## src/rtl/menu_text_overlay.sv

```systemverilog
// Text overlay for a video stream: a menu of N_PAGES entries with a highlighted
// cursor row, and one full text page per entry. Keys move the cursor, open a page
// and return to the menu. The visible selection only changes at frame start, so a
// frame is never drawn half in one mode and half in another. Video timing and rgb
// take 3 cycles from in_* to out_*; the text buffer and font ROM lookup fit inside
// that delay.
module menu_text_overlay #(
  parameter int          N_PAGES   = 4,
  parameter int          MENU_X0   = 200,
  parameter int          MENU_Y0   = 100,
  parameter int          MENU_COLS = 16,
  parameter int          MENU_ROWS = 8,
  parameter int          PAGE_X0   = 100,
  parameter int          PAGE_Y0   = 100,
  parameter int          PAGE_COLS = 64,
  parameter int          PAGE_ROWS = 8,
  parameter logic [11:0] FG_COLOR  = 12'hFFF,
  parameter logic [11:0] BG_COLOR  = 12'h000,
  parameter logic [3:0]  KEY_UP    = 4'h1,
  parameter logic [3:0]  KEY_DOWN  = 4'h2,
  parameter logic [3:0]  KEY_ENTER = 4'h3,
  parameter logic [3:0]  KEY_ESC   = 4'hF,
  localparam int MC_W  = $clog2(MENU_COLS),
  localparam int MR_W  = $clog2(MENU_ROWS),
  localparam int PC_W  = $clog2(PAGE_COLS),
  localparam int PR_W  = $clog2(PAGE_ROWS),
  localparam int CXY_W = (MC_W + MR_W > PC_W + PR_W) ? (MC_W + MR_W) : (PC_W + PR_W),
  localparam int SEL_W = $clog2(N_PAGES + 1)
) (
  input  logic             clk,
  input  logic             rst,
  input  logic [3:0]       key,
  input  logic             key_valid,
  input  logic [10:0]      in_hcount,
  input  logic [10:0]      in_vcount,
  input  logic             in_hsync,
  input  logic             in_vsync,
  input  logic             in_hblnk,
  input  logic             in_vblnk,
  input  logic [11:0]      in_rgb,
  output logic [10:0]      out_hcount,
  output logic [10:0]      out_vcount,
  output logic             out_hsync,
  output logic             out_vsync,
  output logic             out_hblnk,
  output logic             out_vblnk,
  output logic [11:0]      out_rgb,
  output logic [CXY_W-1:0] char_xy,
  output logic [3:0]       char_line,
  input  logic [7:0]       char_line_pixels,
  output logic [SEL_W-1:0] text_sel,
  output logic [2:0]       cursor
);

  typedef enum logic {MENU, PAGE} mode_t;

  localparam logic [2:0]  LAST = 3'(N_PAGES - 1);
  // Window bounds are 12 bits wide so X0 + 8*COLS can reach 2048 without wrapping.
  localparam logic [11:0] MX0 = 12'(MENU_X0);
  localparam logic [11:0] MX1 = 12'(MENU_X0 + 8 * MENU_COLS);
  localparam logic [11:0] MY0 = 12'(MENU_Y0);
  localparam logic [11:0] MY1 = 12'(MENU_Y0 + 16 * MENU_ROWS);
  localparam logic [11:0] PX0 = 12'(PAGE_X0);
  localparam logic [11:0] PX1 = 12'(PAGE_X0 + 8 * PAGE_COLS);
  localparam logic [11:0] PY0 = 12'(PAGE_Y0);
  localparam logic [11:0] PY1 = 12'(PAGE_Y0 + 16 * PAGE_ROWS);

  mode_t      mode_q, mode_d;
  logic [2:0] page_q, page_d, cur_q, cur_d;
  logic       disp_page;
  logic       frame_start;

  logic [11:0] hx, vy;
  logic [10:0] mdx, mdy, pdx, pdy;
  logic        unused_bits;

  logic             win_c, hl_c;
  logic [2:0]       bit_c;
  logic [CXY_W-1:0] xy_c;
  logic [3:0]       line_c;

  // Timing bundle: {hcount, vcount, hsync, vsync, hblnk, vblnk, rgb}
  logic [37:0] tim1, tim2;
  logic        win1, win2, hl1, hl2;
  logic [2:0]  bit1, bit2;
  logic        pix_on;

  assign frame_start = (in_hcount == 11'd0) && (in_vcount == 11'd0);

  // Requested-state register (what the user has selected so far).
  always_ff @(posedge clk) begin
    if (rst) begin
      mode_q <= MENU;
      page_q <= 3'd0;
      cur_q  <= 3'd0;
    end else begin
      mode_q <= mode_d;
      page_q <= page_d;
      cur_q  <= cur_d;
    end
  end

  // Key handling: next requested state; unknown keys and idle cycles hold state.
  always_comb begin
    mode_d = mode_q;
    page_d = page_q;
    cur_d  = cur_q;
    if (key_valid) begin
      case (mode_q)
        MENU: begin
          if (key == KEY_DOWN) begin
            cur_d = (cur_q == LAST) ? 3'd0 : cur_q + 3'd1;
          end else if (key == KEY_UP) begin
            cur_d = (cur_q == 3'd0) ? LAST : cur_q - 3'd1;
          end else if (key == KEY_ENTER) begin
            mode_d = PAGE;
            page_d = cur_q;
          end
        end
        PAGE: begin
          if (key == KEY_ESC) mode_d = MENU;
        end
        default: mode_d = MENU;
      endcase
    end
  end

  // Displayed state: sampled from the pre-key requested state at frame start only.
  always_ff @(posedge clk) begin
    if (rst) begin
      disp_page <= 1'b0;
      cursor    <= 3'd0;
      text_sel  <= '0;
    end else if (frame_start) begin
      disp_page <= (mode_q == PAGE);
      cursor    <= cur_q;
      text_sel  <= (mode_q == PAGE) ? SEL_W'(4'(page_q) + 4'd1) : '0;
    end
  end

  assign hx  = {1'b0, in_hcount};
  assign vy  = {1'b0, in_vcount};
  assign mdx = in_hcount - MX0[10:0];
  assign mdy = in_vcount - MY0[10:0];
  assign pdx = in_hcount - PX0[10:0];
  assign pdy = in_vcount - PY0[10:0];
  assign unused_bits = ^{mdx, mdy, pdx, pdy};

  // Window hit test and text-buffer address for the current input pixel.
  always_comb begin
    win_c  = 1'b0;
    hl_c   = 1'b0;
    bit_c  = 3'd0;
    xy_c   = '0;
    line_c = 4'd0;
    if (!disp_page) begin
      if (hx >= MX0 && hx < MX1 && vy >= MY0 && vy < MY1) begin
        win_c  = 1'b1;
        xy_c   = CXY_W'({mdy[MR_W+3:4], mdx[MC_W+2:3]});
        line_c = mdy[3:0];
        bit_c  = mdx[2:0];
        hl_c   = (mdy[MR_W+3:4] == MR_W'(cursor));
      end
    end else begin
      if (hx >= PX0 && hx < PX1 && vy >= PY0 && vy < PY1) begin
        win_c  = 1'b1;
        xy_c   = CXY_W'({pdy[PR_W+3:4], pdx[PC_W+2:3]});
        line_c = pdy[3:0];
        bit_c  = pdx[2:0];
      end
    end
  end

  // Stage 1: issue the glyph lookup and delay timing while the ROM responds.
  always_ff @(posedge clk) begin
    if (rst) begin
      tim1      <= '0;
      win1      <= 1'b0;
      hl1       <= 1'b0;
      bit1      <= 3'd0;
      char_xy   <= '0;
      char_line <= 4'd0;
    end else begin
      tim1      <= {in_hcount, in_vcount, in_hsync, in_vsync, in_hblnk, in_vblnk, in_rgb};
      win1      <= win_c;
      hl1       <= hl_c;
      bit1      <= bit_c;
      char_xy   <= xy_c;
      char_line <= line_c;
    end
  end

  // Stage 2: align pixel-decision flags with the glyph row arriving from the ROM.
  always_ff @(posedge clk) begin
    if (rst) begin
      tim2 <= '0;
      win2 <= 1'b0;
      hl2  <= 1'b0;
      bit2 <= 3'd0;
    end else begin
      tim2 <= tim1;
      win2 <= win1;
      hl2  <= hl1;
      bit2 <= bit1;
    end
  end

  assign pix_on = char_line_pixels[3'd7 - bit2] ^ hl2;

  // Output stage: draw text inside the window, pass video through elsewhere.
  always_ff @(posedge clk) begin
    if (rst) begin
      {out_hcount, out_vcount, out_hsync, out_vsync, out_hblnk, out_vblnk} <= '0;
      out_rgb <= 12'd0;
    end else begin
      {out_hcount, out_vcount, out_hsync, out_vsync, out_hblnk, out_vblnk} <= tim2[37:12];
      if (win2 && !tim2[13] && !tim2[12]) out_rgb <= pix_on ? FG_COLOR : BG_COLOR;
      else                                out_rgb <= tim2[11:0];
    end
  end

endmodule

```

## config.mk

```make
export PLATFORM = sky130hd
export DESIGN_NAME = menu_text_overlay
export DESIGN_NICKNAME = d
export VERILOG_FILES = /design/src/rtl/menu_text_overlay.sv
export SDC_FILE = /design/constraint.sdc
export NUM_CORES = 1
export LEC_CHECK = 0
export ABC_AREA = 1
export CAP_MARGIN = 10
export CORE_ASPECT_RATIO = 1.5
export CORE_UTILIZATION = 25
export DETAILED_ROUTE_END_ITERATION = 6
export GPL_TIMING_DRIVEN = 0
export HOLD_SLACK_MARGIN = 0.06
export PLACE_DENSITY = 0.54
export SLEW_MARGIN = 10
export SYNTH_ARGS = -nofsm -noshare
export SYNTH_HDL_FRONTEND = slang
export SYNTH_SLANG_ARGS = --single-unit
export TNS_END_PERCENT = 10
```

## constraint.sdc

```tcl
create_clock -name clk -period 3.7 [get_ports clk]
set_input_delay 0.37 -clock clk [delete_from_list [all_inputs] [get_ports clk]]
set_output_delay 0.37 -clock clk [all_outputs]
set_load 0.05 [all_outputs]
```

==> impl_metrics.tcl, run 1 <==
set metrics [dict create \
    status "completed" \
    synth-seq-cells 151 \
    netlist_area_mm2 0.00536 \
    required_ps 4000 \
    synth_compound_gate_area_share_pct 4.74 \
    ant_nets 0 \
    gp_congestion 0.822 \
    nets 856 \
    grt_max_degree 17 \
    max-cap-violations 0 \
    io_buffers 107 \
    powerDensity_mw_per_mm2 510 \
    fin_crit_sh_pct 54.9 \
    yosysUniqueCellTypes 30 \
    path_common_cell "nand2_1" \
    root_buffer "clkbuf_16" \
    maxSlewHeadroom_pct 56.9 \
    yosys_warnings 0 \
    route.detailed.drc 0 \
    routed_via_density 3.87 \
    start_util_pct 25.5 \
    drt_iter0_drc 158 \
    tightest_slew_ps 647 \
    fmax_ghz 0.493 \
    nFillCells 2234 \
    core_area_mm2 0.0211 \
    path_cells "clkdlybuf4s50_1 -> inv_1 -> ha_1 -> nand2_1 -> nand2_1 -> nand2_1 -> a21oi_2 -> nor2_4 -> nand2_2 -> nand2_2 -> nand2_4 -> nor2_2" \
    fp-row-count 65 \
    finalWirelength_um 12500 \
    fp.dieW_um 122 \
    vias 4136 \
    start_kind "input port" \
    gr-usage-all-layers_pct 12.1 \
    finalSetupViolCount 0 \
    synth_top_cell_by_area "dfxtp_1" \
    post_synth_fa_ha_maj_area_fraction_pct 3.27 \
    cp_num_buf_inv 2 \
    synth_mux_area_share_pct 0 \
    synth_commonest_cells "dfxtp_1 (151), inv_1 (139), nor2_1 (138)" \
    synth-main-ff-cell "dfxtp_1" \
    crit_path_max_fanout 7 \
    grt_pass1_vias 3916 \
    cts_tree "done" \
    dieArea_mm2 0.0220 \
    cts_buffer_depth 2 \
    syn_inst 663 \
    drtPass1Iterations 4 \
    synth.area.top_cells "dfxtp_1 (56%), inv_1 (9.7%), nor2_1 (9.7%), nand2_1 (5.7%), ha_1 (3.3%)" \
    clkSlewWorstSetupHoldPaths_ps 60 \
    cp.arrival_ps 2330 \
    syn_area_per_cell_um2 8.09 \
    fin_skew_ps 8.34 \
    critical-path-max-stage-delay_ps 520 \
    post_cts_buffers 0 \
    synth_enable_flop_cells 0 \
    routedWlPerCell_um 11.7 \
    fp.dieH_um 181 \
    hpwl_um 9660 \
    yosysTopAreaCellShare_pct 56.4 \
    hold_path_class "input port to flip-flop" \
    design_area_mm2 0.00738 \
    rsz0062_at_grt "no" \
    htree_levels 4 \
    async_reset_ff_share_pct 0 \
    final_hold_viol_count 0 \
    leakagePower_nw 3.23 \
    end_kind "flip-flop" \
    yosys.area_share.simple_pct 22.4 \
    grt_overflow_total 0 \
    finalCriticalPeriod_ps 2030 \
    path_class "input port to flip-flop" \
    ios 110 \
    drive_gt1_share_pct 7.86 \
    synth_xor_area_share_pct 1.63 \
    syn_to_final_growth_pct 37.7 \
    cts_buffers 17 \
    synth-seq-area-share_pct 56.4 \
    cp_top_family "simple AND/OR/NAND/NOR gates" \
    grt_pass1_wl_um 19800 \
    postPlaceCellArea_mm2 0.00677 \
    slowest_stage "clkdlybuf4s50_1" \
    antenna_cells 0 \
    synth_top_family_by_area "simple AND/OR/NAND/NOR gates" \
    syn-num-nets 730 \
    cts_resized 0 \
    antenna_found_initial 0 \
    yosysMostFrequentCell "dfxtp_1" \
    final_max_slew_viol_count 0 \
    insertion_delay_ps 420 \
    setup_tns_ps 0 \
    postCtsHoldBufs 0 \
    peakVddDrop_mv 0.279 \
    cts.sinks 151 \
]
==> flip-flops by register name, summed over array words and instances, names as in the netlist, 3 cells and up <==
| register | cells |
|---|---|
| page_q | 3 |
| char_xy | 9 |
| cursor | 3 |
| tim2 | 38 |
| out_hcount | 11 |
| bit1 | 3 |
| text_sel | 3 |
| tim1 | 38 |
| bit2 | 3 |
| char_line | 4 |
| out_vcount | 11 |
| out_rgb | 12 |
| cur_q | 3 |
==> power breakdown <==
group	internal [mW]	switching (mW)
Clock	1.08	0.707
Sequential	1.68	0.0137
Combinational	0.115	0.172
==> final cells by class <==
type	instances	area, um^2	area share (%)
Multi-Input combinational cell	351	1720	23.3
Clock buffer	17	425	5.76
Timing Repair Buffer	107	1070	14.5
Clock inverter	15	188	2.54
Sequential cell	151	3020	41.0
Buffer	19	86.3	1.17
Inverter	142	533	7.22
Tap cell	268	335	4.54
==> tightest hold or removal path, delay by kind of cell <==
kind / cells / cell delay, ps
buffers and inverters: 2 / 240
AND/OR/NAND/NOR: 1 / 40
==> kinds of logic (layout without fill, tap and decap cells) <==
| family | count (synthesis) | in the layout |
|---|---|---|
| adders and majority gates | 14 | 14 |
| DFF | 151 | 151 |
| and+or+nand+nor | 279 | 279 |
| xor gates and xnor gates | 10 | 10 |
| buffers and inverters | 161 | 300 |
| AOI/OAI and AO/OA | 48 | 48 |
==> final timing paths <==
kind                            cells past startpoint                 from  slack [ps]                      end
worst max register to register                     10   bit2[0]$_SDFF_PP0_        2140    out_rgb[4]$_SDFF_PP0_
worst min-delay path                                3         in_hcount[6]         290      tim1[33]$_SDFF_PP0_
worst min register to register                      2  tim1[25]$_SDFF_PP0_         400      tim2[25]$_SDFF_PP0_
worst max-delay path                               12         in_hcount[4]        1670  char_line[2]$_SDFF_PP0_
==> cells in the final DEF (no fill, tap or decap), types with 4 or more instances in the layout <==
cell type,n
nor2_1,138
nand2_1,82
dfxtp_1,151
a21oi_1,30
nand3_1,23
inv_6,5
xor2_1,8
clkdlybuf4s50_1,107
nand2_2,7
nor2_4,4
clkbuf_16,17
nand4_1,7
o21ai_0,10
inv_1,139
nor2_2,9
ha_1,14
clkbuf_1,14
==> per-layer routing <==
| metal | up-vias | routed length [um] | GRT usage (%) |
|---|---|---|---|
| li1 | 2218 | - | - |
| met1 | 1824 | 5110 | 12.6 |
| met2 | 78 | 6640 | 22.3 |
| met3 | 16 | 443 | 3.31 |
| met4 | 0 | 281 | 5.28 |
| met5 | - | 0 | 0 |
==> through the flow <==
stage | setup WS, ps | power, mW | cells | util [%] | hold WS (ps)
2_1_floorplan | 2070 | 1.89 | 663 | - | 388
3_3_place_gp | 1290 | 2.02 | 1038 | 32.1 | 389
3_5_place_dp | 1270 | 2.02 | 1038 | 32.1 | 392
4_1_cts | 1670 | 3.81 | 1070 | 35.0 | 273
5_1_grt | 1540 | 3.92 | 1070 | 35.0 | 300
6_report | 1670 | 3.76 | 1070 | 35.0 | 292
Note: power is estimated with default switching activity, not from simulation.
==> run 2, diff against run 1 <==
Clock period 3.7 ns to 2.11 ns, I/O delays scaled along.
==> results of run 2 <==
Same layout as run 1 (identical final DEF). Status: completed.
Among the figures that moved: setup slack after placement 1270 ps -> -158 ps; setup slack after layout 1670 ps -> 239 ps; hold slack 292 ps -> 133 ps; register-to-register setup slack 2140 ps -> 550 ps; total power 3.76 mW -> 6.60 mW; worst IR drop on VDD 0.279 mV -> 0.489 mV
